==> config.mk <==
export PLATFORM = sky130hd
export DESIGN_NAME = hex_ascii_streamer_flat
export DESIGN_NICKNAME = d
export VERILOG_FILES = /design/src/rtl/hex_ascii_pkg.sv /design/src/rtl/hex_ascii_streamer_if.sv /design/src/rtl/nibble_to_ascii.sv /design/src/rtl/hex_ascii_streamer.sv /design/src/flat_wrapper.sv
export SDC_FILE = /design/constraint.sdc
export NUM_CORES = 1
export LEC_CHECK = 0
export ABC_AREA = 1
export CAP_MARGIN = 30
export CORE_AREA = 2 2 66 68
export DETAILED_ROUTE_END_ITERATION = 6
export DIE_AREA = 0 0 68 70
export GPL_TIMING_DRIVEN = 0
export PLACE_DENSITY_LB_ADDON = 0.2
export SLEW_MARGIN = 10
export SYNTH_ARGS = -nofsm -noshare
export SYNTH_HDL_FRONTEND = slang
export SYNTH_SLANG_ARGS = --single-unit
==> constraint.sdc <==
create_clock -name clk -period 2.2 [get_ports clk]
set_clock_uncertainty 0.15 [all_clocks]
set_input_delay 0.22 -clock clk [delete_from_list [all_inputs] [get_ports clk]]
set_output_delay 0.22 -clock clk [all_outputs]
set_load 0.05 [all_outputs]
==> src/rtl/hex_ascii_pkg.sv <==
// Shared types and character constants for the hex-to-ASCII output path.
// Imported by the streamer top level and its nibble converter.
package hex_ascii_pkg;

  typedef enum logic [2:0] {
    ST_IDLE = 3'd0,
    ST_PFX0 = 3'd1,
    ST_PFX1 = 3'd2,
    ST_DIG  = 3'd3,
    ST_CR   = 3'd4,
    ST_LF   = 3'd5
  } state_e;

  localparam logic [7:0] ASCII_ZERO = 8'h30;
  localparam logic [7:0] ASCII_X    = 8'h78;
  localparam logic [7:0] ASCII_UA   = 8'h41;
  localparam logic [7:0] ASCII_LA   = 8'h61;
  localparam logic [7:0] ASCII_CR   = 8'h0D;
  localparam logic [7:0] ASCII_LF   = 8'h0A;

  // One hex nibble to its ASCII glyph; letters follow the requested case.
  function automatic logic [7:0] hex_char(input logic [3:0] nib, input logic lower);
    logic [7:0] ch;
    if (nib < 4'd10) begin
      ch = ASCII_ZERO + {4'h0, nib};
    end else if (lower) begin
      ch = ASCII_LA + {4'h0, nib} - 8'd10;
    end else begin
      ch = ASCII_UA + {4'h0, nib} - 8'd10;
    end
    return ch;
  endfunction

endpackage

==> src/rtl/hex_ascii_streamer_if.sv <==
// Word-in / character-out handshake bundle for hex_ascii_streamer.
// The slave modport is the streamer's view; master is the driver/sink view.
interface hex_ascii_streamer_if #(
  parameter int DIGITS = 4
);
  logic                  in_valid;
  logic                  in_ready;
  logic [4*DIGITS-1:0]   in_data;
  logic                  lower;
  logic                  suppress_lz;
  logic                  out_valid;
  logic                  out_ready;
  logic [7:0]            out_data;
  logic                  out_last;
  logic                  busy;

  modport master (
    output in_valid, in_data, lower, suppress_lz, out_ready,
    input  in_ready, out_valid, out_data, out_last, busy
  );

  modport slave (
    input  in_valid, in_data, lower, suppress_lz, out_ready,
    output in_ready, out_valid, out_data, out_last, busy
  );
endinterface

==> src/rtl/nibble_to_ascii.sv <==
// Combinational converter from one hex nibble to its ASCII character.
module nibble_to_ascii
  import hex_ascii_pkg::*;
(
  input  logic [3:0] nib,
  input  logic       lower,
  output logic [7:0] ascii
);

  // Pure lookup, no state
  always_comb begin
    ascii = hex_char(nib, lower);
  end

endmodule

==> src/rtl/hex_ascii_streamer.sv <==
// Serializes a DIGITS-nibble word into ASCII hex text, one character per
// output handshake, with optional "0x" prefix and CR/LF terminator.
module hex_ascii_streamer
  import hex_ascii_pkg::*;
#(
  parameter int DIGITS    = 4,
  parameter bit PREFIX_EN = 1'b1,
  parameter bit TERM_EN   = 1'b1
) (
  input  logic                 clk,
  input  logic                 rst_n,
  hex_ascii_streamer_if.slave  bus
);

  localparam int W    = 4 * DIGITS;
  localparam int IDXW = (DIGITS > 1) ? $clog2(DIGITS) : 1;
  localparam logic [IDXW-1:0] IDX_MSB = IDXW'(DIGITS - 1);

  state_e            state_r;
  state_e            state_s;
  logic [W-1:0]      data_r;
  logic [W-1:0]      data_s;
  logic              lower_r;
  logic              lower_s;
  logic [IDXW-1:0]   idx_r;
  logic [IDXW-1:0]   idx_s;
  logic [IDXW-1:0]   lz_idx_s;
  logic [3:0]        nib_s;
  logic [7:0]        nib_ascii_s;
  logic [7:0]        char_s;
  logic              last_s;
  logic              upd_s;
  logic              accept_s;
  logic              hs_s;
  logic              out_valid_r;
  logic [7:0]        out_data_r;
  logic              out_last_r;

  assign bus.in_ready  = (state_r == ST_IDLE) && rst_n;
  assign bus.busy      = (state_r != ST_IDLE);
  assign bus.out_valid = out_valid_r;
  assign bus.out_data  = out_data_r;
  assign bus.out_last  = out_last_r;

  assign accept_s = bus.in_valid && bus.in_ready;
  assign hs_s     = out_valid_r && bus.out_ready;

  // Highest non-zero nibble of the incoming word; 0 for an all-zero word
  always_comb begin
    lz_idx_s = '0;
    for (int i = 0; i < DIGITS; i++) begin
      if (bus.in_data[4*i +: 4] != 4'h0) begin
        lz_idx_s = IDXW'(i);
      end else begin
        lz_idx_s = lz_idx_s;
      end
    end
  end

  // Next-state, word latch and digit index sequencing
  always_comb begin
    state_s = state_r;
    data_s  = data_r;
    lower_s = lower_r;
    idx_s   = idx_r;
    upd_s   = 1'b0;
    case (state_r)
      ST_IDLE: begin
        if (accept_s) begin
          data_s  = bus.in_data;
          lower_s = bus.lower;
          idx_s   = bus.suppress_lz ? lz_idx_s : IDX_MSB;
          state_s = PREFIX_EN ? ST_PFX0 : ST_DIG;
          upd_s   = 1'b1;
        end else begin
          state_s = ST_IDLE;
        end
      end
      ST_PFX0: begin
        if (hs_s) begin
          state_s = ST_PFX1;
          upd_s   = 1'b1;
        end else begin
          state_s = ST_PFX0;
        end
      end
      ST_PFX1: begin
        if (hs_s) begin
          state_s = ST_DIG;
          upd_s   = 1'b1;
        end else begin
          state_s = ST_PFX1;
        end
      end
      ST_DIG: begin
        if (hs_s) begin
          upd_s = 1'b1;
          if (idx_r != '0) begin
            idx_s = idx_r - IDXW'(1);
          end else begin
            state_s = TERM_EN ? ST_CR : ST_IDLE;
          end
        end else begin
          state_s = ST_DIG;
        end
      end
      ST_CR: begin
        if (hs_s) begin
          state_s = ST_LF;
          upd_s   = 1'b1;
        end else begin
          state_s = ST_CR;
        end
      end
      ST_LF: begin
        if (hs_s) begin
          state_s = ST_IDLE;
          upd_s   = 1'b1;
        end else begin
          state_s = ST_LF;
        end
      end
      default: begin
        state_s = ST_IDLE;
        upd_s   = 1'b1;
      end
    endcase
  end

  // Nibble that the next DIG character will show
  always_comb begin
    nib_s = 4'h0;
    for (int i = 0; i < DIGITS; i++) begin
      if (idx_s == IDXW'(i)) begin
        nib_s = data_s[4*i +: 4];
      end else begin
        nib_s = nib_s;
      end
    end
  end

  nibble_to_ascii u_nib (
    .nib   (nib_s),
    .lower (lower_s),
    .ascii (nib_ascii_s)
  );

  // Character and last flag for the state being entered
  always_comb begin
    char_s = 8'h00;
    last_s = 1'b0;
    case (state_s)
      ST_PFX0: char_s = ASCII_ZERO;
      ST_PFX1: char_s = ASCII_X;
      ST_DIG: begin
        char_s = nib_ascii_s;
        last_s = (idx_s == '0) && (TERM_EN == 1'b0);
      end
      ST_CR:   char_s = ASCII_CR;
      ST_LF: begin
        char_s = ASCII_LF;
        last_s = 1'b1;
      end
      default: begin
        char_s = 8'h00;
        last_s = 1'b0;
      end
    endcase
  end

  // State and output registers; outputs move only on accept or handshake
  always_ff @(posedge clk) begin
    if (!rst_n) begin
      state_r     <= ST_IDLE;
      data_r      <= '0;
      lower_r     <= 1'b0;
      idx_r       <= '0;
      out_valid_r <= 1'b0;
      out_data_r  <= 8'h00;
      out_last_r  <= 1'b0;
    end else begin
      state_r <= state_s;
      data_r  <= data_s;
      lower_r <= lower_s;
      idx_r   <= idx_s;
      if (upd_s) begin
        out_valid_r <= (state_s != ST_IDLE);
        out_data_r  <= char_s;
        out_last_r  <= last_s;
      end else begin
        out_valid_r <= out_valid_r;
        out_data_r  <= out_data_r;
        out_last_r  <= out_last_r;
      end
    end
  end

endmodule
==> src/flat_wrapper.sv <==
// flat-port wrapper written by rule: the top's interface ports become plain ports
module hex_ascii_streamer_flat import hex_ascii_pkg::*;
#(
  parameter int DIGITS    = 4,
  parameter bit PREFIX_EN = 1'b1,
  parameter bit TERM_EN   = 1'b1
)
  (clk, rst_n, bus_in_valid, bus_in_data, bus_lower, bus_suppress_lz, bus_out_ready, bus_in_ready, bus_out_valid, bus_out_data, bus_out_last, bus_busy);
  hex_ascii_streamer_if #(.DIGITS(DIGITS)) bus_i ();
  input  logic clk;
  input  logic rst_n;
  input wire logic [$bits(bus_i.in_valid)-1:0] bus_in_valid;
  input wire logic [$bits(bus_i.in_data)-1:0] bus_in_data;
  input wire logic [$bits(bus_i.lower)-1:0] bus_lower;
  input wire logic [$bits(bus_i.suppress_lz)-1:0] bus_suppress_lz;
  input wire logic [$bits(bus_i.out_ready)-1:0] bus_out_ready;
  output wire logic [$bits(bus_i.in_ready)-1:0] bus_in_ready;
  output wire logic [$bits(bus_i.out_valid)-1:0] bus_out_valid;
  output wire logic [$bits(bus_i.out_data)-1:0] bus_out_data;
  output wire logic [$bits(bus_i.out_last)-1:0] bus_out_last;
  output wire logic [$bits(bus_i.busy)-1:0] bus_busy;
  assign bus_i.in_valid = bus_in_valid;
  assign bus_i.in_data = bus_in_data;
  assign bus_i.lower = bus_lower;
  assign bus_i.suppress_lz = bus_suppress_lz;
  assign bus_i.out_ready = bus_out_ready;
  assign bus_in_ready = bus_i.in_ready;
  assign bus_out_valid = bus_i.out_valid;
  assign bus_out_data = bus_i.out_data;
  assign bus_out_last = bus_i.out_last;
  assign bus_busy = bus_i.busy;
  hex_ascii_streamer #(.DIGITS(DIGITS), .PREFIX_EN(PREFIX_EN), .TERM_EN(TERM_EN)) u_core (.clk(clk), .rst_n(rst_n), .bus(bus_i));
endmodule
==> results.json <==
{
  "critPathMaxStageDelay_ns": 0.36,
  "syn_area_per_cell_sq_um": 6.98,
  "max_freq_ghz": 0.388,
  "die-height_um": 70,
  "wirelength_um": 5030,
  "fillers": 352,
  "pin_count": 34,
  "root_buffer": "clkbuf_8",
  "total_power_mw": 1.76,
  "drc_errors": 0,
  "tightestPinTransition_ns": 0.689,
  "numPortBuffers": 32,
  "place_congestion": 0.824,
  "min_from": "u_core.bus.out_data[6]",
  "min_path_cells": 2,
  "syn2layout_area_growth_pct": 53.5,
  "synth_top_area_share_pct": 34.9,
  "track_usage_pct": 20.5,
  "avgRoutedWirePerCell_um": 13.6,
  "placed_area_sq_um": 2220,
  "setup_violations": 7,
  "hold_slack_ns": 0.317,
  "crit_buf_inv": 4,
  "ys_seq_area_share_pct": 34.9,
  "timing.final.ws_setup_ns": -0.375,
  "grt_max_degree": 11,
  "clock-sinks": 31,
  "clockBufferDepth": 2,
  "initial_core_util_pct": 42.9,
  "antenna_found_initial": 0,
  "vias_per_cell": 5.06,
  "hpwl_um": 3140,
  "critPathKind": "flop to flop",
  "outcome": "finished, violations left",
  "worstReg2RegStart": "u_core.state_r[0]",
  "final_util_pct": 65.9,
  "overflow": 0,
  "min_period_ns": 2.57,
  "clk_pin_slew_worst_paths_ns": 0.06,
  "dr_total_vias": 1872,
  "period_share_pct": 117,
  "fp.dieArea_sq_um": 4760,
  "numCtsBuffers": 5,
  "holdBufCountCts": 0,
  "cts_tree": "built",
  "synthesis.area_sq_um": 1780,
  "insertion_delay_ns": 0.28,
  "fin_setup_tns_ns": -1.84,
  "ys_seq_elements": 31,
  "syn_inst": 255,
  "most-common-layout-cells": "nand2_1, nor2_1, clkdlybuf4s50_1",
  "final_cell_area_sq_um": 2730,
  "synth-warning-count": 0,
  "reg2reg_to": "u_core.bus.out_data[0]",
  "drive_gt1_share_pct": 29.6,
  "r2r_slack_ns": -0.37,
  "worstPathRequired_ns": 2.25,
  "slowest_stage": "dfxtp_4",
  "worstPathMaxFanout": 4,
  "hold_viol": 0,
  "num-nets-final": 340,
  "peakVddDrop_mv": 0.381,
  "crit_family": "simple AND/OR/NAND/NOR gates",
  "die_x_um": 68,
  "ant_nets": 0,
  "rsz0062_at_grt": "yes",
  "place_ws_ns": -0.790,
  "maxCapViolCount": 0,
  "dp.cells": 339,
  "detail_route.iter0.violations": 116,
  "worstSetupStartpointType": "flop",
  "p_per_area_nw_per_um2": 645,
  "yosysTopAreaCell": "dfxtp_1",
  "power.leakage_nw": 1.21,
  "slew_violations": 0,
  "n_antenna_cell": 0,
  "synth.distinct_cells": 40,
  "grt_first_pass_wirelength_um": 7450,
  "cts_max_level": 2,
  "layout_commonest_cell": "nand2_1",
  "worstPathArrival_ns": 2.63,
  "coreArea_sq_um": 4140,
  "hold_end": "u_core.bus.out_data[6]",
  "rows": 24,
  "instances_no_fill": 370,
  "rr_worst_depth": 14,
  "syn_nets": 278,
  "dr.pass1.iters": 4,
  "synth.area.top_cells": "dfxtp_1, nand2_1, nor2_1",
  "violations": "negative setup slack",
  "grt_pass1_vias": 1673,
  "path_cells": "nor2_4, nand4_4, nand2_1, a21boi_2, nand2_1, or2_4, o2111ai_4, inv_2, buf_4, buf_4, buf_4, nand2_1, nand3_1, a21oi_1",
  "crit_path_end_kind": "flop",
  "hold_path.class": "flop to flop",
  "slew_headroom_pct": 53.6
}
==> area by class of cell <==
| type | count | area (sq um) | share of cell area [%] |
|---|---|---|---|
| tap | 52 | 65.1 | 2.38 |
| inverter | 34 | 130 | 4.76 |
| multi-input combinational | 185 | 1230 | 44.9 |
| clock buffer | 8 | 100 | 3.66 |
| sequential | 31 | 633 | 23.2 |
| timing repair buffer | 54 | 519 | 19.0 |
| buffer | 6 | 57.6 | 2.11 |
==> synthesized netlist by cell type (all sizes together) <==
cell     instances
a21boi           1
a21oi           13
and3             1
buf              4
clkbuf           2
clkinv           2
conb             1
dfxtp           31
ha               1
inv             32
mux2i            6
nand2           59
nand3           24
nand3b           2
nand4            2
nor2            37
nor3             1
nor4             1
o2111ai          1
o211ai           1
o21a             5
o21ai           18
o21bai           1
o311ai           1
or2              8
==> flip-flops by register name, summed over array words and instances, names as in the netlist <==
name,flops
u_core.idx_r,2
u_core.bus.out_last,1
u_core.data_r,16
u_core.state_r,3
u_core.bus.out_data,7
u_core.bus.out_valid,1
u_core.lower_r,1
==> timing repair <==
item	CTS	global route
cloned	0	2
pin swaps	8	9
resized for setup	14	39
endpoints found under the setup margin	9	10
buffers inserted	10	11
==> cells by family after synthesis <==
kind of cell	Yosys count	synth area share, %
multiplexers	6	3.38
flip-flops	31	34.9
AO/OA/AOI/OAI	41	14.6
AND/OR/NAND/NOR	135	36.6
other	1	0.211
buffers and inverters	40	9.56
adder cells (fa/ha/maj)	1	0.703
==> power breakdown <==
part	leakage [nW]	switching [mW]	internal, mW
Sequential	0.256	0.0169	0.594
Combinational	0.898	0.362	0.294
Clock	0.0515	0.208	0.285
==> routing by layer <==
layer | GRT usage [%] | part of all wire [%] | vias up
met1 | 27.8 | 44 | 864
met4 | 6.67 | 1.5 | 0
li1 | - | - | 947
met3 | 3.06 | 4.0 | 7
met5 | 0 | 0 | -
met2 | 33.0 | 50 | 54
==> worst max path at each step <==
stage                           start                      to  slack (ns)  cells past startpoint
floorplan           u_core.state_r[0]  u_core.bus.out_data[1]       -0.09                     15
global placement                rst_n  u_core.bus.out_data[1]       -0.79                     15
detailed placement              rst_n  u_core.bus.out_data[1]       -0.79                     15
CTS                 u_core.state_r[1]  u_core.bus.out_data[1]       -0.27                     15
global route        u_core.state_r[0]  u_core.bus.out_data[0]       -0.48                     14
finish              u_core.state_r[0]  u_core.bus.out_data[0]       -0.37                     14
==> worst min-delay path, stage by stage, from the launching register on <==
cell and delay (ns):
dfxtp_1 0.31, nand2_1 0.06, a21oi_1 0.05
Note: power is estimated with default switching activity, not from simulation.
